**src/rtl/lsr_sample_loader.sv**
```systemverilog
// lsr_sample_loader: serial-to-parallel front end for the LSR regression core.
// Collects DATA_SIZE signed samples over a valid/ready handshake into a
// registered frame, then presents the frame on `data` and holds `start`
// until the core pulses `lsr_done`. Malformed frames (too short or too long,
// judged by `in_last`) are discarded with a one-cycle `frame_err` pulse.
module lsr_sample_loader #(
  parameter  int DATA_SIZE = 7,   // samples per frame, at least 2
  parameter  int WIDTH     = 16,  // sample width, two's complement
  localparam int CW        = $clog2(DATA_SIZE + 1)
) (
  input  logic                    clk,
  input  logic                    rst,
  input  logic                    in_valid,
  input  logic signed [WIDTH-1:0] in_data,
  input  logic                    in_last,
  output logic                    in_ready,
  input  logic                    lsr_done,
  output logic signed [WIDTH-1:0] data [0:DATA_SIZE-1],
  output logic                    start,
  output logic [CW-1:0]           count,
  output logic                    frame_err
);

  // FILL collects samples; RUN freezes the frame while the core works on it.
  typedef enum logic {
    FILL = 1'b0,
    RUN  = 1'b1
  } state_t;

  // Index of the final slot in a frame, and the count reported while full.
  localparam logic [CW-1:0] LAST_IDX   = CW'(DATA_SIZE - 1);
  localparam logic [CW-1:0] FULL_COUNT = CW'(DATA_SIZE);

  state_t        state;
  state_t        state_next;
  logic [CW-1:0] count_next;
  logic          err_next;
  logic          start_next;
  logic          wr_en;
  logic          xfer;

  // Ready depends on state alone, so there is no path from in_valid back to
  // in_ready and the source may legally wait on in_ready before asserting valid.
  assign in_ready = (state == FILL);
  assign xfer     = in_valid && in_ready;

  // Next-state, next-count and error decode for the frame assembler.
  // NOTE: every signal driven here gets a default first, so no path through
  // the case statement leaves a value unassigned and no latch is inferred.
  always_comb begin
    state_next = state;
    count_next = count;
    err_next   = 1'b0;
    wr_en      = 1'b0;

    unique case (state)
      FILL: begin
        // lsr_done is deliberately ignored while filling.
        if (xfer) begin
          // Every accepted sample lands in the array, even one that turns out
          // to belong to a malformed frame; the next frame overwrites it.
          wr_en = 1'b1;
          if (count == LAST_IDX) begin
            if (in_last) begin
              state_next = RUN;
              count_next = FULL_COUNT;
            end else begin
              // Long frame: the final slot was filled without in_last.
              err_next   = 1'b1;
              count_next = '0;
            end
          end else if (in_last) begin
            // Short frame: in_last arrived before the final slot.
            err_next   = 1'b1;
            count_next = '0;
          end else begin
            count_next = count + CW'(1);
          end
        end
      end

      RUN: begin
        if (lsr_done) begin
          state_next = FILL;
          count_next = '0;
        end
      end

      default: begin
        state_next = FILL;
        count_next = '0;
      end
    endcase

    start_next = (state_next == RUN);
  end

  // State, count, start and error registers with synchronous reset.
  // NOTE: sequential state is updated with non-blocking assignments only, so
  // every register samples the pre-edge values computed above.
  always_ff @(posedge clk) begin
    if (rst) begin
      state     <= FILL;
      count     <= '0;
      start     <= 1'b0;
      frame_err <= 1'b0;
    end else begin
      state     <= state_next;
      count     <= count_next;
      start     <= start_next;
      frame_err <= err_next;
    end
  end

  // Sample array: written at the current count on each accepted sample.
  // NOTE: this array is reset on purpose; the core's input must read as all
  // zeros after reset, so it is built from resettable flops rather than a RAM.
  always_ff @(posedge clk) begin
    if (rst) begin
      for (int i = 0; i < DATA_SIZE; i++) begin
        data[i] <= '0;
      end
    end else if (wr_en) begin
      data[count] <= in_data;
    end
  end

endmodule

```
**config.mk**
```make
export PLATFORM = sky130hd
export DESIGN_NAME = lsr_sample_loader
export DESIGN_NICKNAME = d
export VERILOG_FILES = /design/src/rtl/lsr_sample_loader.sv
export SDC_FILE = /design/constraint.sdc
export NUM_CORES = 1
export LEC_CHECK = 0
export BUFFER_PORTS_ARGS = -buffer_cell sky130_fd_sc_hd__buf_2
export CORE_MARGIN = 1
export CORE_UTILIZATION = 46
export DETAILED_ROUTE_END_ITERATION = 16
export PLACE_DENSITY = 0.84
export SYNTH_ARGS = -nofsm -noshare
export SYNTH_HDL_FRONTEND = slang
export SYNTH_SLANG_ARGS = --single-unit
```
**constraint.sdc**
```tcl
create_clock -name clk -period 1.4 [get_ports clk]
set_input_delay 0.42 -clock clk [delete_from_list [all_inputs] [get_ports clk]]
set_output_delay 0.42 -clock clk [all_outputs]
set_load 0.01 [all_outputs]
```
Word level (Yosys, flattened, before mapping)
Cells that the tools add are included.
{ "totals": {"in_bits": 21, "ff_bits": 117} }
{ "op_classes": {"magnitude_cmp": 2, "eq_ne": 3, "addsub": 1, "bitwise": 3, "muxes": 18, "n_reduce_logical": 4} }
{ "ops": {"columns": ["op", "count"], "rows": [
  ["112-bit bitwise mux", 1],
  ["16-bit demux with 3-bit select", 1],
  ["16-bit 2-to-1 mux", 1],
  ["3-bit 2-to-1 mux", 5],
  ["1-bit 2-to-1 mux", 8],
  ["3-bit case mux with 2 select lines", 1],
  ["4-bit greater-or-equal comparator, second input constant", 1],
  ["4-bit by 1-bit < comparator with 1-bit output, second input constant", 1],
  ["3-bit inverter with 4-bit output", 1],
  ["3-bit by 1-bit adder with 3-bit output, second input constant", 1],
  ["3-bit == test, second input constant", 1],
  ["3-bit OR reduction", 1],
  ["1-bit logical AND", 2],
  ["2-bit by 1-bit inequality test with 1-bit output, second input constant", 1],
  ["2-bit inequality test, second input constant", 1],
  ["1-bit inverter", 2],
  ["1-bit case mux with 2 select lines", 1],
  ["2-bit AND reduction", 1]
]} }

Logic depth before layout (Yosys ltp)
{ "depth": {"depth_word": 6, "ltp_mapped": 7, "ltp_nobuf": 6} }

Least setup slack after synthesis
No wires, ideal clock.
{ "synth_path": {"path_kind": "reg2reg", "start": "register count[0]", "end": "register count[1]", "path_buffers": 1, "stages_incl_launch_ff": 7, "path_slack_ns": -0.152, "t_arrival_ns": 1.467, "period_less_slack_ns": 1.552, "path_cell_list": "dfxtp_1 > buf_6 > inv_1 > ha_1 > and2_1 > or3_1 > a211oi_1"} }
{ "synth_via": {"elab_chain_cells": 5} }
{ "synth_rtl": {"columns": ["element", "line", "source"], "rows": [
  ["start, declared", "20", "output logic [CW-1:0] count,"],
  ["start signal, assigned", "109", "count <= count_next;"],
  ["3-bit by 1-bit adder with 3-bit output", "77", "count_next = count + CW'(1);"],
  ["3-bit 2-to-1 mux", "72", "end else if (in_last) begin"],
  ["3-bit 2-to-1 mux *", "63", "if (count == LAST_IDX) begin"],
  ["3-bit 2-to-1 mux *", "59", "if (xfer) begin"],
  ["3-bit case mux with 2 select lines *", "56", "unique case (state)"]
]} }
Every way passes the cells marked *; elsewhere a longest branch is shown, timed or not. The select of a mux whose other input is x is not followed.
A chain may end at the register's enable or synchronous reset.

Worst setup path in the final report
{ "layout_path": {"start": "register state", "end": "output in_ready"} }
{ "layout_via": {"elab_chain_cells": 1} }
{ "layout_rtl": {"columns": ["element", "line", "source"], "rows": [
  ["start, declared", "34", "state_t state;"],
  ["start signal, assigned", "108", "state <= state_next;"],
  ["1-bit inverter", null, null],
  ["end, declared", "16", "output logic in_ready,"]
]} }
Every way passes these cells.

==> flow_summary_export.csv <==
group,metric,value,unit
clock_network,clockRootBuffer,"clkbuf_8",
timing,slew_headroom,67.6,%
drt,ant_nets,0,
finish,diodes,0,
finish,final_nets,659,
clock_network,worstSkewPairLatency,0.52,ns
timing,slew_viol_final,0,
global_route,grt_pass1_vias,3958,
finish,finalInstanceArea,0.00784,mm²
drt,drc,0,
clock_network,cts_sinks,117,
clock_network,clk_pin_slew,0.05,ns
timing,fin_crit_sh,110,%
timing,min_period,1.53,ns
power_and_ir_drop,ir_drop,0.000716,V
floorplanning,die_x,103,µm
power_and_ir_drop,finalPower,0.00874,W
power_and_ir_drop,cellLeakagePower,3.87,nW
place,port_buffers,138,
floorplanning,core,0.00982,mm²
power_and_ir_drop,power_density,1120,mW/mm²
clock_network,ctsLongestPathBuffers,2,
finish,seqCellArea,0.00250,mm²
synthesis,yosys_warnings,0,
clock_network,cts_tree,"yes",
critical_path,reg2reg_depth,6,
hold_path,hp-class,"in -> reg",
finish,drive_above_1_share,60.6,%
floorplanning,die_area,0.0106,mm²
place,gp_congestion,0.836,
hold_path,min_to,"state$_SDFF_PP0_",
drt,dr.pass1.iters,4,
critical_path,crit_path_start_kind,"flop",
place,placed_cell_area,0.00569,mm²
synthesis,ys_ff_latch,117,
timing,grt_setup_unrepaired,"true",
finish,finalCoreUtilization,79.8,%
critical_path,crit_arrival,1.11,ns
clock_network,cts_buffers,17,
place,dp_slack,-0.113,ns
floorplanning,dieHeight,103,µm
finish,area_growth,67.2,%
critical_path,r2r_start,"state$_SDFF_PP0_",
clock_network,htreeDepth,4,
critical_path,cp-startpoint,"state$_SDFF_PP0_",
run_status,violations,"setup timing",
finish,multi_input_area,0.00229,mm²
critical_path,r2r_end,"data[13]$_SDFFE_PP0P_",
synthesis,synth.avg_cell_area,11.2,µm²
timing,fmaxAchievable,652,MHz
critical_path,rrSetupSlack,-0.10,ns
synthesis,synth.cell_area,0.00469,mm²
finish,final_common_cell,"nand2b_1",
drt,avgRoutedWirePerCell,19.7,µm
finish,final_cell_mix,"nand2b_1, buf_6, dfxtp_2",
synthesis,synth_cell_types,27,
hold_path,min_path_cells,3,
drt,dr.first_iter.drc_count,92,
finish,fillCellCount,545,
global_route,grt_max_degree,42,
drt,vias,3991,
drt,drt_wl_total,15.4,mm
global_route,grt_pass1_wl,21.3,mm
run_status,outcome,"finished with violations",
critical_path,end_kind,"output pin",
timing,finalClockSkew,0.00807,ns
critical_path,critical_path_required,0.98,ns
synthesis,synth_fp_nets,444,
timing,hold-worst-slack,0.231,ns
floorplanning,start_util,47.7,%
clock_network,postCtsHoldBufs,0,
timing,setup_ws,-0.135,ns
global_route,grt_usage,27.6,%
global_route,grt_antenna_before_repair,0,
timing,setup_viol,60,
timing,worst_pin_slew,0.487,ns
critical_path,critPathKind,"reg -> out",
timing,hold_viol_final,0,
floorplanning,fp-row-count,36,
critical_path,crit_fanout,5,
global_route,overflow,0,
place,hpwl,8.29,mm
synthesis,yosysSeqAreaShare,50.0,%
synthesis,synth_cells,420,
hold_path,min_from,"in_valid",
floorplanning,boundaryPins,139,
job,maxCapViolCount,0,
drt,viasPerCell,5.11,
critical path: stages, from the launching register on:
cell and delay (ns):
dfxtp_4 0.34, buf_6 0.12, inv_4 0.05, buf_6 0.09
timing repair:
action,4_1_cts,5_1_grt
setup endpoints to repair,130,161
pin swaps,2,6
buffers inserted,20,36
gates cloned,1,3
hold endpoints to repair,0,0
gates resized for setup,242,25
power by group:
| group | internal (W) | switching (W) |
|---|---|---|
| Clock | 0.00290 | 0.00157 |
| Sequential | 0.00341 | 0.0000669 |
| Combinational | 0.000426 | 0.000359 |
| Total | 0.00674 | 0.00199 |
worst max-delay path by stage:
stage	to
floorplan	data[69]$_SDFFE_PP0P_
global placement	data[105]$_SDFFE_PP0P_
finish	in_ready
CTS	in_ready
detailed placement	data[96]$_SDFFE_PP0P_
global route	in_ready
registers in the layout (all words and copies together) (netlist names):
| register | cells |
|---|---|
| state | 1 |
| count | 3 |
| data | 112 |
| frame_err | 1 |
through the flow:
step	TNS (ns)	instances
4_1_cts	-2.00	742
5_1_grt	-5.76	781
6_report	-2.19	781
2_1_floorplan	-0.276	420
3_5_place_dp	-3.90	689
3_3_place_gp	-2.12	689
synth_stat cells:
cell type	n	area (µm²)
nor2_1	2	7.51
buf_6	4	45.0
nand2_2	2	12.5
o21ai_0	1	5.00
a31oi_1	1	6.26
nor3b_4	1	18.8
a211oi_1	4	30.0
nand3_4	1	17.5
a21oi_1	4	20.0
inv_1	2	7.51
nor2b_1	3	18.8
a22oi_1	1	7.51
and2_1	2	12.5
buf_4	4	30.0
and3_1	1	6.26
nand2b_1	130	813
buf_2	2	10.0
clkbuf_1	14	52.6
ha_1	3	37.5
and2b_1	1	7.51
nand2_1	2	7.51
nor3b_1	1	7.51
nand3_2	3	30.0
mux2i_1	112	1120
clkbuf_2	1	5.00
or3_1	1	6.26
dfxtp_1	117	2340
cells by family (layout without fill, tap and decap cells):
kind of cell	after synthesis	in the layout	synth area share, %
muxes	112	112	23.9
buffers and inverters	27	255	3.20
AOI/OAI and AO/OA	11	11	1.47
DFF	117	117	50.0
adders and majority gates	3	3	0.801
and+or+nand+nor	150	150	20.6
final cells by class:
cell class                      instances  share of cell area (%)
Clock inverter                         11                    1.88
Timing Repair Buffer                  221                    28.7
Multi-Input combinational cell        276                    29.3
Clock buffer                           21                    5.99
Sequential cell                       117                    31.9
Tap cell                              133                    2.12
Inverter                                2                   0.160
metal layers:
metal | share of wire, % | up-vias | track usage (%)
met5 | 0 | - | 0
met4 | 4.2 | 0 | 15.5
met3 | 4.1 | 51 | 6.78
met2 | 52 | 146 | 46.5
met1 | 40 | 1954 | 32.1
li1 | - | 1840 | -
(Power assumes the default switching activity.)
